File: config.mk
export PLATFORM = sky130hd
export DESIGN_NAME = id_stage_pipe
export DESIGN_NICKNAME = d
export VERILOG_FILES = /design/src/rtl/id_pkg.sv /design/src/rtl/id_stage_pipe_fwd.sv /design/src/rtl/id_stage_pipe.sv
export SDC_FILE = /design/constraint.sdc
export NUM_CORES = 1
export LEC_CHECK = 0
export ABC_AREA = 1
export CORE_ASPECT_RATIO = 0.75
export CORE_MARGIN = 3
export CORE_UTILIZATION = 49
export DETAILED_ROUTE_END_ITERATION = 16
export PLACE_DENSITY_LB_ADDON = 0.1
export SLEW_MARGIN = 5
export SYNTH_ARGS = -nofsm -noshare
export SYNTH_HDL_FRONTEND = slang
export SYNTH_HIERARCHICAL = 1
export SYNTH_SLANG_ARGS = --single-unit
File: constraint.sdc
create_clock -name clk -period 11.7 [get_ports clk]
set_clock_uncertainty 0.2 [all_clocks]
set_input_delay 3.51 -clock clk [delete_from_list [all_inputs] [get_ports clk]]
set_output_delay 3.51 -clock clk [all_outputs]
set_load 0.05 [all_outputs]
File: src/rtl/id_pkg.sv
// Shared decode constants and enums for the instruction-decode stage.
package id_pkg;

    typedef enum logic [7:0] {
        ALU_NOP   = 8'd0,
        ALU_LUI   = 8'd1,
        ALU_AUIPC = 8'd2,
        ALU_JAL   = 8'd3,
        ALU_JALR  = 8'd4,
        ALU_BEQ   = 8'd5,
        ALU_BNE   = 8'd6,
        ALU_LW    = 8'd7,
        ALU_SW    = 8'd8,
        ALU_ADD   = 8'd9,
        ALU_SUB   = 8'd10,
        ALU_ADDI  = 8'd11
    } aluop_e;

    typedef enum logic [2:0] {
        IMM_NONE,
        IMM_I,
        IMM_S,
        IMM_B,
        IMM_U,
        IMM_J
    } imm_type_e;

    typedef enum logic {
        ST_RUN,
        ST_WFI
    } state_e;

    localparam logic [6:0] OPC_LUI    = 7'b0110111;
    localparam logic [6:0] OPC_AUIPC  = 7'b0010111;
    localparam logic [6:0] OPC_JAL    = 7'b1101111;
    localparam logic [6:0] OPC_JALR   = 7'b1100111;
    localparam logic [6:0] OPC_BRANCH = 7'b1100011;
    localparam logic [6:0] OPC_LOAD   = 7'b0000011;
    localparam logic [6:0] OPC_STORE  = 7'b0100011;
    localparam logic [6:0] OPC_OPIMM  = 7'b0010011;
    localparam logic [6:0] OPC_OP     = 7'b0110011;
    localparam logic [6:0] OPC_SYSTEM = 7'b1110011;

    localparam logic [2:0] F3_JALR = 3'b000;
    localparam logic [2:0] F3_BEQ  = 3'b000;
    localparam logic [2:0] F3_BNE  = 3'b001;
    localparam logic [2:0] F3_LW   = 3'b010;
    localparam logic [2:0] F3_SW   = 3'b010;
    localparam logic [2:0] F3_ADDI = 3'b000;
    localparam logic [2:0] F3_ADD  = 3'b000;

    localparam logic [6:0] F7_ADD = 7'b0000000;
    localparam logic [6:0] F7_SUB = 7'b0100000;

    localparam logic [31:0] WFI_INST = 32'h10500073;

endpackage

File: src/rtl/id_stage_pipe_fwd.sv
// Operand resolver: regfile value or youngest matching forwarding source.
module id_fwd_mux
    import id_pkg::*;
#(
    parameter int unsigned XLEN    = 32,
    parameter int unsigned NUM_FWD = 2,
    parameter int unsigned AW      = 5
) (
    input  logic                    rs_en,
    input  logic [AW-1:0]           rs_addr,
    input  logic [XLEN-1:0]         rf_data,
    input  logic [NUM_FWD-1:0]      fwd_valid,
    input  logic [NUM_FWD-1:0]      fwd_is_load,
    input  logic [NUM_FWD*AW-1:0]   fwd_addr,
    input  logic [NUM_FWD*XLEN-1:0] fwd_data,
    output logic [XLEN-1:0]         value,
    output logic                    stall
);

    logic found;

    always_comb begin
        value = '0;
        stall = 1'b0;
        found = 1'b0;
        if (rs_en && rs_addr != '0) begin
            value = rf_data;
            // Lowest index is the youngest producer and must win.
            for (int unsigned k = 0; k < NUM_FWD; k++) begin
                if (!found && fwd_valid[k] && fwd_addr[k*AW +: AW] == rs_addr) begin
                    found = 1'b1;
                    if (fwd_is_load[k]) begin
                        stall = 1'b1;
                    end else begin
                        value = fwd_data[k*XLEN +: XLEN];
                    end
                end
            end
        end
    end

endmodule

File: src/rtl/id_stage_pipe.sv
// Registered RISC-V decode stage with forwarding, load-use stall and WFI sleep.
module id_stage_pipe
    import id_pkg::*;
#(
    parameter int unsigned XLEN    = 32,
    parameter int unsigned NUM_FWD = 2,
    parameter int unsigned AW      = 5
) (
    input  logic                    clk,
    input  logic                    rst_n,
    input  logic                    flush,
    input  logic                    irq_pending,
    input  logic                    in_valid,
    output logic                    in_ready,
    input  logic [XLEN-1:0]         in_pc,
    input  logic [31:0]             in_inst,
    input  logic                    in_pc_invalid,
    output logic [AW-1:0]           rf_raddr1,
    output logic [AW-1:0]           rf_raddr2,
    input  logic [XLEN-1:0]         rf_rdata1,
    input  logic [XLEN-1:0]         rf_rdata2,
    input  logic [NUM_FWD-1:0]      fwd_valid,
    input  logic [NUM_FWD-1:0]      fwd_is_load,
    input  logic [NUM_FWD*AW-1:0]   fwd_addr,
    input  logic [NUM_FWD*XLEN-1:0] fwd_data,
    output logic                    out_valid,
    input  logic                    out_ready,
    output logic [XLEN-1:0]         out_pc,
    output logic [XLEN-1:0]         out_rs1_val,
    output logic [XLEN-1:0]         out_rs2_val,
    output logic [XLEN-1:0]         out_imm,
    output logic [AW-1:0]           out_rd,
    output logic                    out_wreg,
    output logic [7:0]              out_aluop,
    output logic [31:0]             out_inst,
    output logic                    out_pc_invalid,
    output logic                    out_inst_invalid,
    output logic                    load_stall,
    output logic                    wfi_sleep
);

    logic [6:0] opcode;
    logic [2:0] funct3;
    logic [6:0] funct7;

    aluop_e    dec_aluop;
    imm_type_e dec_imm;
    logic      dec_rs1_en, dec_rs2_en, dec_has_rd, dec_illegal, dec_wfi;
    logic [XLEN-1:0] dec_imm_val;
    logic [AW-1:0]   dec_rd;
    logic            dec_wreg;

    logic [XLEN-1:0] op1, op2;
    logic            stall1, stall2;
    logic            can_load, accept;

    state_e state_q, state_d;
    logic   wake_q;

    assign opcode    = in_inst[6:0];
    assign funct3    = in_inst[14:12];
    assign funct7    = in_inst[31:25];
    assign rf_raddr1 = AW'(in_inst[19:15]);
    assign rf_raddr2 = AW'(in_inst[24:20]);

    always_comb begin
        dec_aluop   = ALU_NOP;
        dec_imm     = IMM_NONE;
        dec_rs1_en  = 1'b0;
        dec_rs2_en  = 1'b0;
        dec_has_rd  = 1'b0;
        dec_illegal = 1'b0;
        dec_wfi     = 1'b0;
        case (opcode)
            OPC_LUI:   begin dec_aluop = ALU_LUI;   dec_imm = IMM_U; dec_has_rd = 1'b1; end
            OPC_AUIPC: begin dec_aluop = ALU_AUIPC; dec_imm = IMM_U; dec_has_rd = 1'b1; end
            OPC_JAL:   begin dec_aluop = ALU_JAL;   dec_imm = IMM_J; dec_has_rd = 1'b1; end
            OPC_JALR:
                if (funct3 == F3_JALR) begin
                    dec_aluop = ALU_JALR; dec_imm = IMM_I; dec_rs1_en = 1'b1; dec_has_rd = 1'b1;
                end else dec_illegal = 1'b1;
            OPC_BRANCH:
                if (funct3 == F3_BEQ || funct3 == F3_BNE) begin
                    dec_aluop  = (funct3 == F3_BEQ) ? ALU_BEQ : ALU_BNE;
                    dec_imm    = IMM_B;
                    dec_rs1_en = 1'b1;
                    dec_rs2_en = 1'b1;
                end else dec_illegal = 1'b1;
            OPC_LOAD:
                if (funct3 == F3_LW) begin
                    dec_aluop = ALU_LW; dec_imm = IMM_I; dec_rs1_en = 1'b1; dec_has_rd = 1'b1;
                end else dec_illegal = 1'b1;
            OPC_STORE:
                if (funct3 == F3_SW) begin
                    dec_aluop = ALU_SW; dec_imm = IMM_S; dec_rs1_en = 1'b1; dec_rs2_en = 1'b1;
                end else dec_illegal = 1'b1;
            OPC_OPIMM:
                if (funct3 == F3_ADDI) begin
                    dec_aluop = ALU_ADDI; dec_imm = IMM_I; dec_rs1_en = 1'b1; dec_has_rd = 1'b1;
                end else dec_illegal = 1'b1;
            OPC_OP:
                if (funct3 == F3_ADD && (funct7 == F7_ADD || funct7 == F7_SUB)) begin
                    dec_aluop  = (funct7 == F7_SUB) ? ALU_SUB : ALU_ADD;
                    dec_rs1_en = 1'b1;
                    dec_rs2_en = 1'b1;
                    dec_has_rd = 1'b1;
                end else dec_illegal = 1'b1;
            OPC_SYSTEM:
                if (in_inst == WFI_INST) dec_wfi = 1'b1;
                else dec_illegal = 1'b1;
            default: dec_illegal = 1'b1;
        endcase
    end

    always_comb begin
        dec_imm_val = '0;
        case (dec_imm)
            IMM_I:   dec_imm_val = XLEN'($signed(in_inst[31:20]));
            IMM_S:   dec_imm_val = XLEN'($signed({in_inst[31:25], in_inst[11:7]}));
            IMM_B:   dec_imm_val = XLEN'($signed({in_inst[31], in_inst[7], in_inst[30:25],
                                                  in_inst[11:8], 1'b0}));
            IMM_U:   dec_imm_val = XLEN'($signed({in_inst[31:12], 12'b0}));
            IMM_J:   dec_imm_val = XLEN'($signed({in_inst[31], in_inst[19:12], in_inst[20],
                                                  in_inst[30:21], 1'b0}));
            default: dec_imm_val = '0;
        endcase
    end

    assign dec_rd   = dec_has_rd ? AW'(in_inst[11:7]) : '0;
    assign dec_wreg = dec_has_rd && (in_inst[11:7] != 5'd0);

    id_fwd_mux #(.XLEN(XLEN), .NUM_FWD(NUM_FWD), .AW(AW)) u_fwd_rs1 (
        .rs_en       (dec_rs1_en),
        .rs_addr     (rf_raddr1),
        .rf_data     (rf_rdata1),
        .fwd_valid   (fwd_valid),
        .fwd_is_load (fwd_is_load),
        .fwd_addr    (fwd_addr),
        .fwd_data    (fwd_data),
        .value       (op1),
        .stall       (stall1)
    );

    id_fwd_mux #(.XLEN(XLEN), .NUM_FWD(NUM_FWD), .AW(AW)) u_fwd_rs2 (
        .rs_en       (dec_rs2_en),
        .rs_addr     (rf_raddr2),
        .rf_data     (rf_rdata2),
        .fwd_valid   (fwd_valid),
        .fwd_is_load (fwd_is_load),
        .fwd_addr    (fwd_addr),
        .fwd_data    (fwd_data),
        .value       (op2),
        .stall       (stall2)
    );

    assign can_load   = !out_valid || out_ready;
    assign load_stall = rst_n && in_valid && (stall1 || stall2);
    assign in_ready   = rst_n && can_load && !load_stall && (state_q == ST_RUN) && !flush;
    assign accept     = in_valid && in_ready;
    assign wfi_sleep  = (state_q == ST_WFI);

    // wake_q remembers an interrupt seen while WFI itself was being accepted.
    always_ff @(posedge clk) begin
        if (!rst_n) begin
            state_q <= ST_RUN;
            wake_q  <= 1'b0;
        end else begin
            state_q <= state_d;
            wake_q  <= accept && dec_wfi && irq_pending;
        end
    end

    always_comb begin
        state_d = state_q;
        case (state_q)
            ST_RUN:  if (accept && dec_wfi) state_d = ST_WFI;
            ST_WFI:  if (irq_pending || wake_q) state_d = ST_RUN;
            default: state_d = ST_RUN;
        endcase
        if (flush) state_d = ST_RUN;
    end

    always_ff @(posedge clk) begin
        if (!rst_n) begin
            out_valid        <= 1'b0;
            out_pc           <= '0;
            out_rs1_val      <= '0;
            out_rs2_val      <= '0;
            out_imm          <= '0;
            out_rd           <= '0;
            out_wreg         <= 1'b0;
            out_aluop        <= ALU_NOP;
            out_inst         <= '0;
            out_pc_invalid   <= 1'b0;
            out_inst_invalid <= 1'b0;
        end else if (flush) begin
            out_valid <= 1'b0;
        end else if (accept) begin
            out_valid        <= 1'b1;
            out_pc           <= in_pc;
            out_rs1_val      <= op1;
            out_rs2_val      <= op2;
            out_imm          <= dec_imm_val;
            out_rd           <= dec_rd;
            out_wreg         <= dec_wreg;
            out_aluop        <= dec_aluop;
            out_inst         <= in_inst;
            out_pc_invalid   <= in_pc_invalid;
            out_inst_invalid <= dec_illegal;
        end else if (out_ready) begin
            out_valid <= 1'b0;
        end
    end

endmodule

==> results.ini <==
[outcome]
status=complete, no violations

[drt]
initialDrtViolationCount=1686
drc=0
routed_wirelength_um=42700
vias=13500
viasPerCell=5.38
route.detailed.wl_per_inst_um=17.0
dr.pass1.iters=8
detail-route-antenna-nets=0

[run]
cap_violations=0

[clock_network]
htree_levels=4
clk_pin_slew_ns=0.08
cts_setup_buffers=0
cts_tree=yes
cts-root-buf=clkbuf_16
cts.sinks=175
clockBufferDepth=2
cts_inserted_buffers=17
cts_resized=0
holdBufCountCts=0
clk_latency_ns=0.44

[sta]
fmax_ghz=0.0970
hold_viol=0
worst_pin_slew_ns=1.19
setup_ws_ns=1.40
setup_total_negative_slack_ns=0
setup_viol=0
slew_headroom=0.208
rsz0062_at_grt=no
period_share=0.881
final-max-slew-violation-count=0
min_period_ns=10.30

[power_and_ir_drop]
leakage_uw=0.00681
ir_worst_vdd_mv=0.104
p_per_area_nw_per_um2=98.6

[yosys]
ys_seq_elements=175
yosysTopAreaCellShare=0.316
synth.avg_cell_area_um2=5.82
async_reset_ff_frac=0
seq_area_frac_synth=0.316
synth_edf_count=0
synth.top_cells.by_area=dfxtp_1, nand2_1, a21oi_1, nand4_1, inv_1
yosysWarnings=6
yosysUniqueCellTypes=31
syn_area_um2=11100
synth_top_area_cell=dfxtp_1
syn_inst=1908
synth_ff_type=dfxtp_1

[grt]
grtUsageTotal=0.328
antenna_found_initial=0
grt_overflow=0
grt_pass1_wl_um=65400
grt_pass1_vias=12200
grt_max_degree=133

[placed_design]
dp_slack_ns=1.48
gp_congestion=0.929
hpwl_um=30200
io_buffers=398

[critical_path]
worst_r2r_path_depth=9
cp-startpoint=in_inst[18]
crit_cells=14
cp-end-kind=output port
path_delay_family=buffers and inverters
cpPeakStageDelay_ns=0.63
crit_fanout=67
r2r_start=out_valid
worstSetupStartpointType=input port
slowest_stage=clkdlybuf4s50_1
crit_required_ns=7.99
ff2ff_setup_slack_ns=8.56
arrival_ns=6.59
crit_chain=clkdlybuf4s50_1 -> inv_2 -> nand2_1 -> nand2_1 -> nor2_2 -> buf_4 -> nand3_4 -> buf_4 -> a21oi_1 -> o21a_1 -> nand2_1 -> inv_1 -> nor4_1 -> buf_12
cp_num_buf_inv=6
path_class=input port to output port
critPathMostFrequentCell=nand2_1

[min_path]
min_from=out_inst[17]
hold_class=flip-flop to flip-flop
whs_path_depth=2

[layout]
num_antenna_cells=0
final_cell_mix=nand2_1, clkdlybuf4s50_1, inv_1
drive_gt1_frac=0.0578
nets=2414
area_growth_syn_to_layout_pct=39.6
final_common_cell=nand2_1

[die]
die_h_um=136
pin_count=403
initial_core_util=0.500
num_rows=47
die_w_um=180
dieArea_um2=24500
core-area_um2=22200

-- routing by layer --
layer | up-vias | track usage | share of wire
met2 | 786 | 0.523 | 0.45
met5 | - | 0 | 0
met1 | 6044 | 0.440 | 0.42
li1 | 6571 | - | -
met4 | 0 | 0.121 | 0.033
met3 | 99 | 0.0730 | 0.10
-- metrics by stage --
stage,std cells,power (uW),area (um2),util,hold slack (ns)
6_report,2508,1530,15500,0.699,0.267
3_3_place_gp,2476,923,14900,0.670,0.251
4_1_cts,2508,1530,15500,0.699,0.266
5_1_grt,2508,1580,15500,0.699,0.280
3_5_place_dp,2476,926,14900,0.670,0.254
2_1_floorplan,1911,791,11100,-,0.271
-- cell usage after synthesis (9+ instances only) --
library cell,n
clkbuf_1,44
a21oi_1,174
o21ai_0,83
dfxtp_1,175
nand3_1,39
buf_1,15
inv_1,197
nor2_1,106
nand2_1,759
buf_2,57
buf_6,9
nand4_1,133
inv_2,55
buf_4,17
-- sequential cells by signal (all words and copies together) (netlist names) --
name and count:
out_aluop 4, out_imm 32, out_pc 32, wfi_sleep 1, out_rd 5, out_inst 32
wake_q 1, out_wreg 1, out_inst_invalid 1, out_rs2_val 32, out_valid 1, out_rs1_val 32
out_pc_invalid 1
-- worst reg2reg max path, stage by stage, from the launching register on --
cell	delay, ns
dfxtp_1	0.32
inv_1	0.05
nor2_1	0.07
nor3_2	0.23
nand3_4	0.07
buf_4	0.41
inv_6	0.85
buf_4	0.55
nand2_1	0.17
a21oi_1	0.15
-- final timing paths --
check                       to
setup / recovery      in_ready
hold reg to reg   out_inst[17]
setup reg to reg  out_inst[27]
hold / removal    out_inst[17]
-- kinds of logic (layout without fill, tap and decap cells) --
family                 after synthesis  count (layout)  synth area share
other                                1               4          0.000338
muxes                                2               2           0.00180
AOI/OAI and AO/OA                  268             268             0.122
DFF                                175             175             0.316
buffers and inverters              394             697             0.152
and+or+nand+nor                   1068            1068             0.409
-- area by class of cell --
cell class / count / area [um2]
sequential: 175 / 3500
timing repair buffer: 413 / 4100
clock inverter: 15 / 203
inverter: 252 / 953
clock buffer: 17 / 425
multi-input combinational: 1342 / 5930
tap: 294 / 368
fill: 1984 / 6680
-- power by group --
part           leakage (uW)  internal (uW)  switching (uW)  total (uW)
clock network      0.000299            296             312         609
registers           0.00141            604            4.53         608
logic               0.00509            119             191         310
total               0.00681           1020             508        1530
(Power assumes the default switching activity.)
